### src/rtl/icg_pkg.sv
// ---------------------------------------------------------------------------
// icg_pkg
// Shared definitions for the idle-driven clock-gating controller.
//   icg_state_e  : per-domain FSM state (ON / WAKE / GATED)
//   *_DEF        : default values for the top-level parameters
//   WAKE_CNT_W   : width of the per-domain wake-settle counter
// ---------------------------------------------------------------------------
package icg_pkg;

  typedef enum logic [1:0] {
    ST_ON    = 2'b00,
    ST_WAKE  = 2'b01,
    ST_GATED = 2'b10
  } icg_state_e;

  localparam int NUM_DOM_DEF  = 2;
  localparam int IDLE_W_DEF   = 8;
  localparam int WAKE_CYC_DEF = 2;
  localparam int WAKE_CNT_W   = 4;

endpackage : icg_pkg

### src/rtl/icg_dom_fsm.sv
// ---------------------------------------------------------------------------
// icg_dom_fsm
// One gated domain: idle counter, wake-settle counter and ON/WAKE/GATED FSM.
// Ports:
//   clk, rst_n  : system clock, asynchronous active-low reset
//   busy        : act | wake_req | force_on for this domain
//   idle_thr    : idle cycles before gating (0 = never gate)
//   gate_en     : registered ICG enable (low only in GATED)
//   ready       : registered, domain running and settled (ON only)
//   gated       : registered, domain clock stopped (GATED only)
//   state_nxt   : next FSM state; debug visibility and all_gated source
// ---------------------------------------------------------------------------
module icg_dom_fsm
  import icg_pkg::*;
#(
  parameter int IDLE_W   = IDLE_W_DEF,
  parameter int WAKE_CYC = WAKE_CYC_DEF
) (
  input  logic              clk,
  input  logic              rst_n,
  input  logic              busy,
  input  logic [IDLE_W-1:0] idle_thr,
  output logic              gate_en,
  output logic              ready,
  output logic              gated,
  output icg_state_e        state_nxt
);

  icg_state_e            state_q, state_d;
  logic [IDLE_W-1:0]     idle_cnt_q, idle_cnt_d;
  logic [WAKE_CNT_W-1:0] wake_cnt_q, wake_cnt_d;
  logic                  gate_en_q, gate_en_d;
  logic                  ready_q, ready_d;
  logic                  gated_q, gated_d;
  logic [IDLE_W-1:0]     thr_m1;

  // Only used when idle_thr != 0, so the wrap at zero is never observed.
  assign thr_m1 = idle_thr - IDLE_W'(1);

  always_comb begin
    state_d    = state_q;
    idle_cnt_d = idle_cnt_q;
    wake_cnt_d = wake_cnt_q;
    unique case (state_q)
      ST_ON: begin
        // Busy has priority over a threshold hit on the same cycle.
        if (busy || (idle_thr == '0)) begin
          idle_cnt_d = '0;
        end else if (idle_cnt_q >= thr_m1) begin
          state_d    = ST_GATED;
          idle_cnt_d = '0;
        end else begin
          idle_cnt_d = idle_cnt_q + IDLE_W'(1);
        end
      end
      ST_GATED: begin
        if (busy) begin
          state_d    = ST_WAKE;
          wake_cnt_d = '0;
        end
      end
      ST_WAKE: begin
        // Input activity is ignored here; a wake always runs to completion.
        wake_cnt_d = wake_cnt_q + WAKE_CNT_W'(1);
        if (wake_cnt_q == WAKE_CNT_W'(WAKE_CYC - 1)) begin
          state_d    = ST_ON;
          wake_cnt_d = '0;
        end
      end
      default: begin
        state_d    = ST_ON;
        idle_cnt_d = '0;
        wake_cnt_d = '0;
      end
    endcase

    // Outputs are decoded from the next state and registered, so gate_en
    // only moves on the rising edge while the ICG latch is opaque.
    gate_en_d = (state_d != ST_GATED);
    ready_d   = (state_d == ST_ON);
    gated_d   = (state_d == ST_GATED);
  end

  always_ff @(posedge clk or negedge rst_n) begin
    if (!rst_n) begin
      state_q    <= ST_ON;
      idle_cnt_q <= '0;
      wake_cnt_q <= '0;
      gate_en_q  <= 1'b1;
      ready_q    <= 1'b1;
      gated_q    <= 1'b0;
    end else begin
      state_q    <= state_d;
      idle_cnt_q <= idle_cnt_d;
      wake_cnt_q <= wake_cnt_d;
      gate_en_q  <= gate_en_d;
      ready_q    <= ready_d;
      gated_q    <= gated_d;
    end
  end

  assign gate_en   = gate_en_q;
  assign ready     = ready_q;
  assign gated     = gated_q;
  assign state_nxt = state_d;

endmodule : icg_dom_fsm

### src/rtl/icg_ctrl.sv
// ---------------------------------------------------------------------------
// icg_ctrl
// Idle-driven clock-gating controller for NUM_DOM independent domains.
// Ports:
//   clk, rst_n : system clock, asynchronous active-low reset
//   act        : per-domain activity (level)
//   wake_req   : per-domain wake request (level)
//   force_on   : per-domain software override, keeps domain ungated
//   idle_thr   : shared idle threshold in cycles, 0 disables gating
//   gate_en    : per-domain ICG enable (registered)
//   ready      : per-domain running-and-settled (registered)
//   gated      : per-domain clock stopped (registered)
//   all_gated  : every domain gated (registered)
// ---------------------------------------------------------------------------
module icg_ctrl
  import icg_pkg::*;
#(
  parameter int NUM_DOM  = NUM_DOM_DEF,
  parameter int IDLE_W   = IDLE_W_DEF,
  parameter int WAKE_CYC = WAKE_CYC_DEF
) (
  input  logic               clk,
  input  logic               rst_n,
  input  logic [NUM_DOM-1:0] act,
  input  logic [NUM_DOM-1:0] wake_req,
  input  logic [NUM_DOM-1:0] force_on,
  input  logic [IDLE_W-1:0]  idle_thr,
  output logic [NUM_DOM-1:0] gate_en,
  output logic [NUM_DOM-1:0] ready,
  output logic [NUM_DOM-1:0] gated,
  output logic               all_gated
);

  logic [NUM_DOM-1:0] busy;
  logic [NUM_DOM-1:0] gated_nxt;
  icg_state_e         state_nxt [NUM_DOM];
  logic               all_gated_q, all_gated_d;

  assign busy = act | wake_req | force_on;

  for (genvar g = 0; g < NUM_DOM; g++) begin : g_dom
    icg_dom_fsm #(
      .IDLE_W   (IDLE_W),
      .WAKE_CYC (WAKE_CYC)
    ) u_dom (
      .clk       (clk),
      .rst_n     (rst_n),
      .busy      (busy[g]),
      .idle_thr  (idle_thr),
      .gate_en   (gate_en[g]),
      .ready     (ready[g]),
      .gated     (gated[g]),
      .state_nxt (state_nxt[g])
    );
    assign gated_nxt[g] = (state_nxt[g] == ST_GATED);
  end

  // Built from the domains' next states so it updates on the same edge
  // as the per-domain gated flops.
  always_comb begin
    all_gated_d = &gated_nxt;
  end

  always_ff @(posedge clk or negedge rst_n) begin
    if (!rst_n) begin
      all_gated_q <= 1'b0;
    end else begin
      all_gated_q <= all_gated_d;
    end
  end

  assign all_gated = all_gated_q;

endmodule : icg_ctrl
### config.mk
export PLATFORM = sky130hd
export DESIGN_NAME = icg_ctrl
export DESIGN_NICKNAME = d
export VERILOG_FILES = /design/src/rtl/icg_pkg.sv /design/src/rtl/icg_dom_fsm.sv /design/src/rtl/icg_ctrl.sv
export SDC_FILE = /design/constraint.sdc
export NUM_CORES = 1
export LEC_CHECK = 0
export CAP_MARGIN = 20
export CORE_MARGIN = 10
export CORE_UTILIZATION = 39
export CTS_CLUSTER_SIZE = 28
export DETAILED_ROUTE_END_ITERATION = 8
export GPL_ROUTABILITY_DRIVEN = 0
export GPL_TIMING_DRIVEN = 0
export HOLD_SLACK_MARGIN = 0.08
export PLACE_DENSITY = 0.68
export SETUP_SLACK_MARGIN = 0.05
export SKIP_CTS_REPAIR_TIMING = 1
export SYNTH_ARGS = -nofsm -noshare
export SYNTH_HDL_FRONTEND = slang
export SYNTH_HIERARCHICAL = 1
export SYNTH_SLANG_ARGS = --single-unit
### constraint.sdc
create_clock -name clk -period 5.3 [get_ports clk]
set_input_delay 1.06 -clock clk [delete_from_list [all_inputs] [get_ports clk]]
set_output_delay 1.06 -clock clk [all_outputs]
set_load 0.02 [all_outputs]
==> out/qor.tcl <==
set qor(run_status) {complete, no violations}
set qor(drt_first_iter_violations) 109
set qor(period_needed_ns) 4.16
set qor(clock-sinks) 35
set qor(endpoints_failing_hold) 0
set qor(synthesis.nets) 341
set qor(crit_slowest_cell) {nor4_1}
set qor(grt_use_total_pct) 11.1
set qor(synth_top_area_share_pct) 29.9
set qor(clock_pin_slew_of_the_registers_on_the_worst_case_setup_and_hold_paths_ns) 0.07
set qor(synth_edf_count) 0
set qor(layout.core_utilization_pct) 47.1
set qor(chipWidth_um) 102
set qor(cts-htree-levels) 2
set qor(crit_family) {simple AND/OR/NAND/NOR gates}
set qor(reg2reg_setup_slack_ns) 2.82
set qor(post-route-drc-count) 0
set qor(clock_tree_from_tritoncts) {yes}
set qor(synthFlopType) {dfrtp_1}
set qor(routedWlPerCell_um) 13.1
set qor(synth_seq_cells) 35
set qor(critical_path.max_stage_delay_ns) 0.74
set qor(slew-limit-headroom_pct) 48.3
set qor(timing.critical_path.buf_inv) 2
set qor(startpoint_type) {primary input}
set qor(grt_max_degree) 36
set qor(timing.max_cap.violations) 0
set qor(holdCritPathClass) {reg2reg}
set qor(clockBufferDepth) 2
set qor(initial_utilization_pct) 40.4
set qor(ys_top_cells_by_area) {dfrtp_1 30%, ha_1 16%, nand2_1 4.8%}
set qor(grt-ovfl-total) 0
set qor(synth_cells) 291
set qor(floorplan.rows) 29
set qor(first_global_vias) 2095
set qor(detail-route-antenna-nets) 0
set qor(report.final.setup_viol) 0
set qor(detailedRoute.firstPassIterationCount) 4
set qor(p_per_area_mw_per_mm2) 279
set qor(die_h_um) 102
set qor(fin_skew_ns) 0.00215
set qor(arrival_time_reported_for_the_critical_path_endpoint_ns) 4.39
set qor(worst-setup-path-type) {in2reg}
set qor(port_bufs) 22
set qor(cts-buffers-inserted) 5
set qor(routed-via-count) 2090
set qor(setup.worst_path.end_class) {register}
set qor(timing_worst_slew_pin_value_ns) 0.768
set qor(finish.net_count) 370
set qor(mappedNetlistArea_mm2) 0.00259
set qor(total_negative_setup_slack_ns) 0
set qor(finalMaxSlewViolations) 0
set qor(grt_first_pass_wirelength_um) 9380
set qor(fin_worst_hold_slack_ns) 0.495
set qor(area.growth.synth_to_final_pct) 16.5
set qor(ys_top_cells_by_count) {34 x ha_1, 33 x nand2_1, 31 x dfrtp_1}
set qor(synth_sequential_area_ratio_pct) 33.9
set qor(insertedDiodeCount) 0
set qor(floorplan.io_pins) 23
set qor(avgSynthCellArea_um2) 8.92
set qor(fill_cells) 604
set qor(unrepaired_setup_endpoints_after_global_routing) {no}
set qor(most_common_cell_in_the_synthesized_netlist) {ha_1}
set qor(coreArea_mm2) 0.00642
set qor(route.detailed.vias_per_inst) 5.25
set qor(yosys_warnings) 6
set qor(timing.critical_path.cells) {clkdlybuf4s50_1, nor4_1, nand2_1, xor2_1, ha_1, nand4_1, a31oi_1, or4_4, buf_6, or4b_1, nand3_1}
set qor(fmax_mhz) 240
set qor(drt-total-wl_um) 5200
set qor(clock_latency_ns) 0.29
set qor(synth_top_cell_by_area) {dfrtp_1}
set qor(layout-drive-gt1-share_pct) 8.72
set qor(worstPathRequired_ns) 5.53
set qor(power.ir.vdd_worst_mv) 0.117
set qor(hpwl_um) 4020
set qor(cts.root.buffer_cell) {clkbuf_8}
set qor(leakage_uw) 0.00129
set qor(critPathMaxFanout) 9
set qor(post_synth_num_cell_types) 53
set qor(design.die.area_mm2) 0.0103
set qor(final.period_utilization_pct) 78.5
set qor(number_of_antenna_violations_at_the_first_check_in_global_routing) 0
set qor(synthArstFlopShare_pct) 100
report_power, final:
part,internal (µW),leakage [µW],switching [µW],total (µW)
sequential,300,0.000472,26.3,326
combinational,110,0.000759,156,266
clock,152,0.0000612,101,253
worst reg2reg max path, delay by kind of cell, from the launching register on:
| family | cells | cell delay (ns) |
|---|---|---|
| compound gates | 2 | 0.25 |
| fa+ha+maj | 1 | 0.33 |
| buf+inv | 1 | 0.15 |
| simple gates | 4 | 1.27 |
| flops | 1 | 0.43 |
final timing paths:
kind / from / end / depth (start not counted)
worst max-delay path: idle_thr[3] / g_dom[0].u_dom/idle_cnt_q[2] / 11
worst min-delay path: g_dom[1].u_dom/wake_cnt_q[2] / g_dom[1].u_dom/wake_cnt_q[2] / 1
worst max register to register: g_dom[0].u_dom/idle_cnt_q[2] / g_dom[0].u_dom/idle_cnt_q[2] / 8
worst min register to register: g_dom[1].u_dom/wake_cnt_q[2] / g_dom[1].u_dom/wake_cnt_q[2] / 1
max in group asynchronous: rst_n / g_dom[1].u_dom/idle_cnt_q[1] / 1
min in group asynchronous: rst_n / g_dom[0].u_dom/idle_cnt_q[1] / 1
cells by family after synthesis:
| family | share of synthesized area [%] |
|---|---|
| xor gates and xnor gates | 4.05 |
| muxes | 0.868 |
| AOI/OAI and AO/OA | 18.2 |
| and+or+nand+nor | 21.7 |
| buffers and inverters | 4.82 |
| adders and majority gates | 16.4 |
| DFF | 33.9 |
metal layers:
metal  share of wire [%]  up-vias  track usage [%]  wire (µm)
li1                    -     1099                -          -
met1                  50      958             14.0       2610
met2                  44       29             17.8       2310
met3                 3.9        4             2.72        205
met4                 1.4        0             4.07         72
met5                   0        -                0          0
cell type report:
| class | count | area [µm²] | area share, % |
|---|---|---|---|
| Buffer | 4 | 23.8 | 0.786 |
| Clock buffer | 6 | 82.6 | 2.73 |
| Clock inverter | 2 | 35.0 | 1.16 |
| Inverter | 27 | 101 | 3.35 |
| Multi-Input combinational cell | 225 | 1590 | 52.5 |
| Sequential cell | 35 | 881 | 29.1 |
| Tap cell | 77 | 96.3 | 3.19 |
| Timing Repair Buffer | 22 | 215 | 7.12 |
sequential cells by signal, indices dropped and copies added (netlist names):
signal and cells:
all_gated 1, g_dom.u_dom/gated 2, g_dom.u_dom/ready 2, g_dom.u_dom/wake_cnt_q 8, g_dom.u_dom/idle_cnt_q 16, g_dom.u_dom/state_q 4
g_dom.u_dom/gate_en 2
stage by stage:
step / total power (µW) / cells / setup slack (ns) / instance area (µm²)
after floorplan: 514 / 291 / 1.73 / 2590
after global placement: 591 / 390 / 0.908 / 2910
after detailed placement: 598 / 390 / 0.883 / 2910
after CTS: 859 / 398 / 1.18 / 3020
after global routing: 911 / 398 / 0.886 / 3020
final: 845 / 398 / 1.14 / 3020
layout by cell type, fill, tap and decap left out, types with 3 or more instances in the layout:
cell type | synthesis | routed
a211oi_1 | 3 | 3
a21o_1 | 9 | 9
a21oi_1 | 11 | 11
a31oi_1 | 7 | 7
clkbuf_8 | 0 | 6
clkdlybuf4s50_1 | 0 | 21
dfrtp_1 | 31 | 31
dfstp_2 | 4 | 4
ha_1 | 34 | 34
inv_1 | 25 | 25
nand2_1 | 33 | 33
nand3_1 | 12 | 12
nand4_1 | 4 | 4
nor2_1 | 18 | 18
nor3_1 | 10 | 10
o21ai_0 | 8 | 8
o21ai_1 | 10 | 10
o22ai_1 | 7 | 7
o31ai_1 | 3 | 3
or3_1 | 8 | 8
xnor2_1 | 6 | 6
xor2_1 | 6 | 6
(Power assumes the default switching activity.)
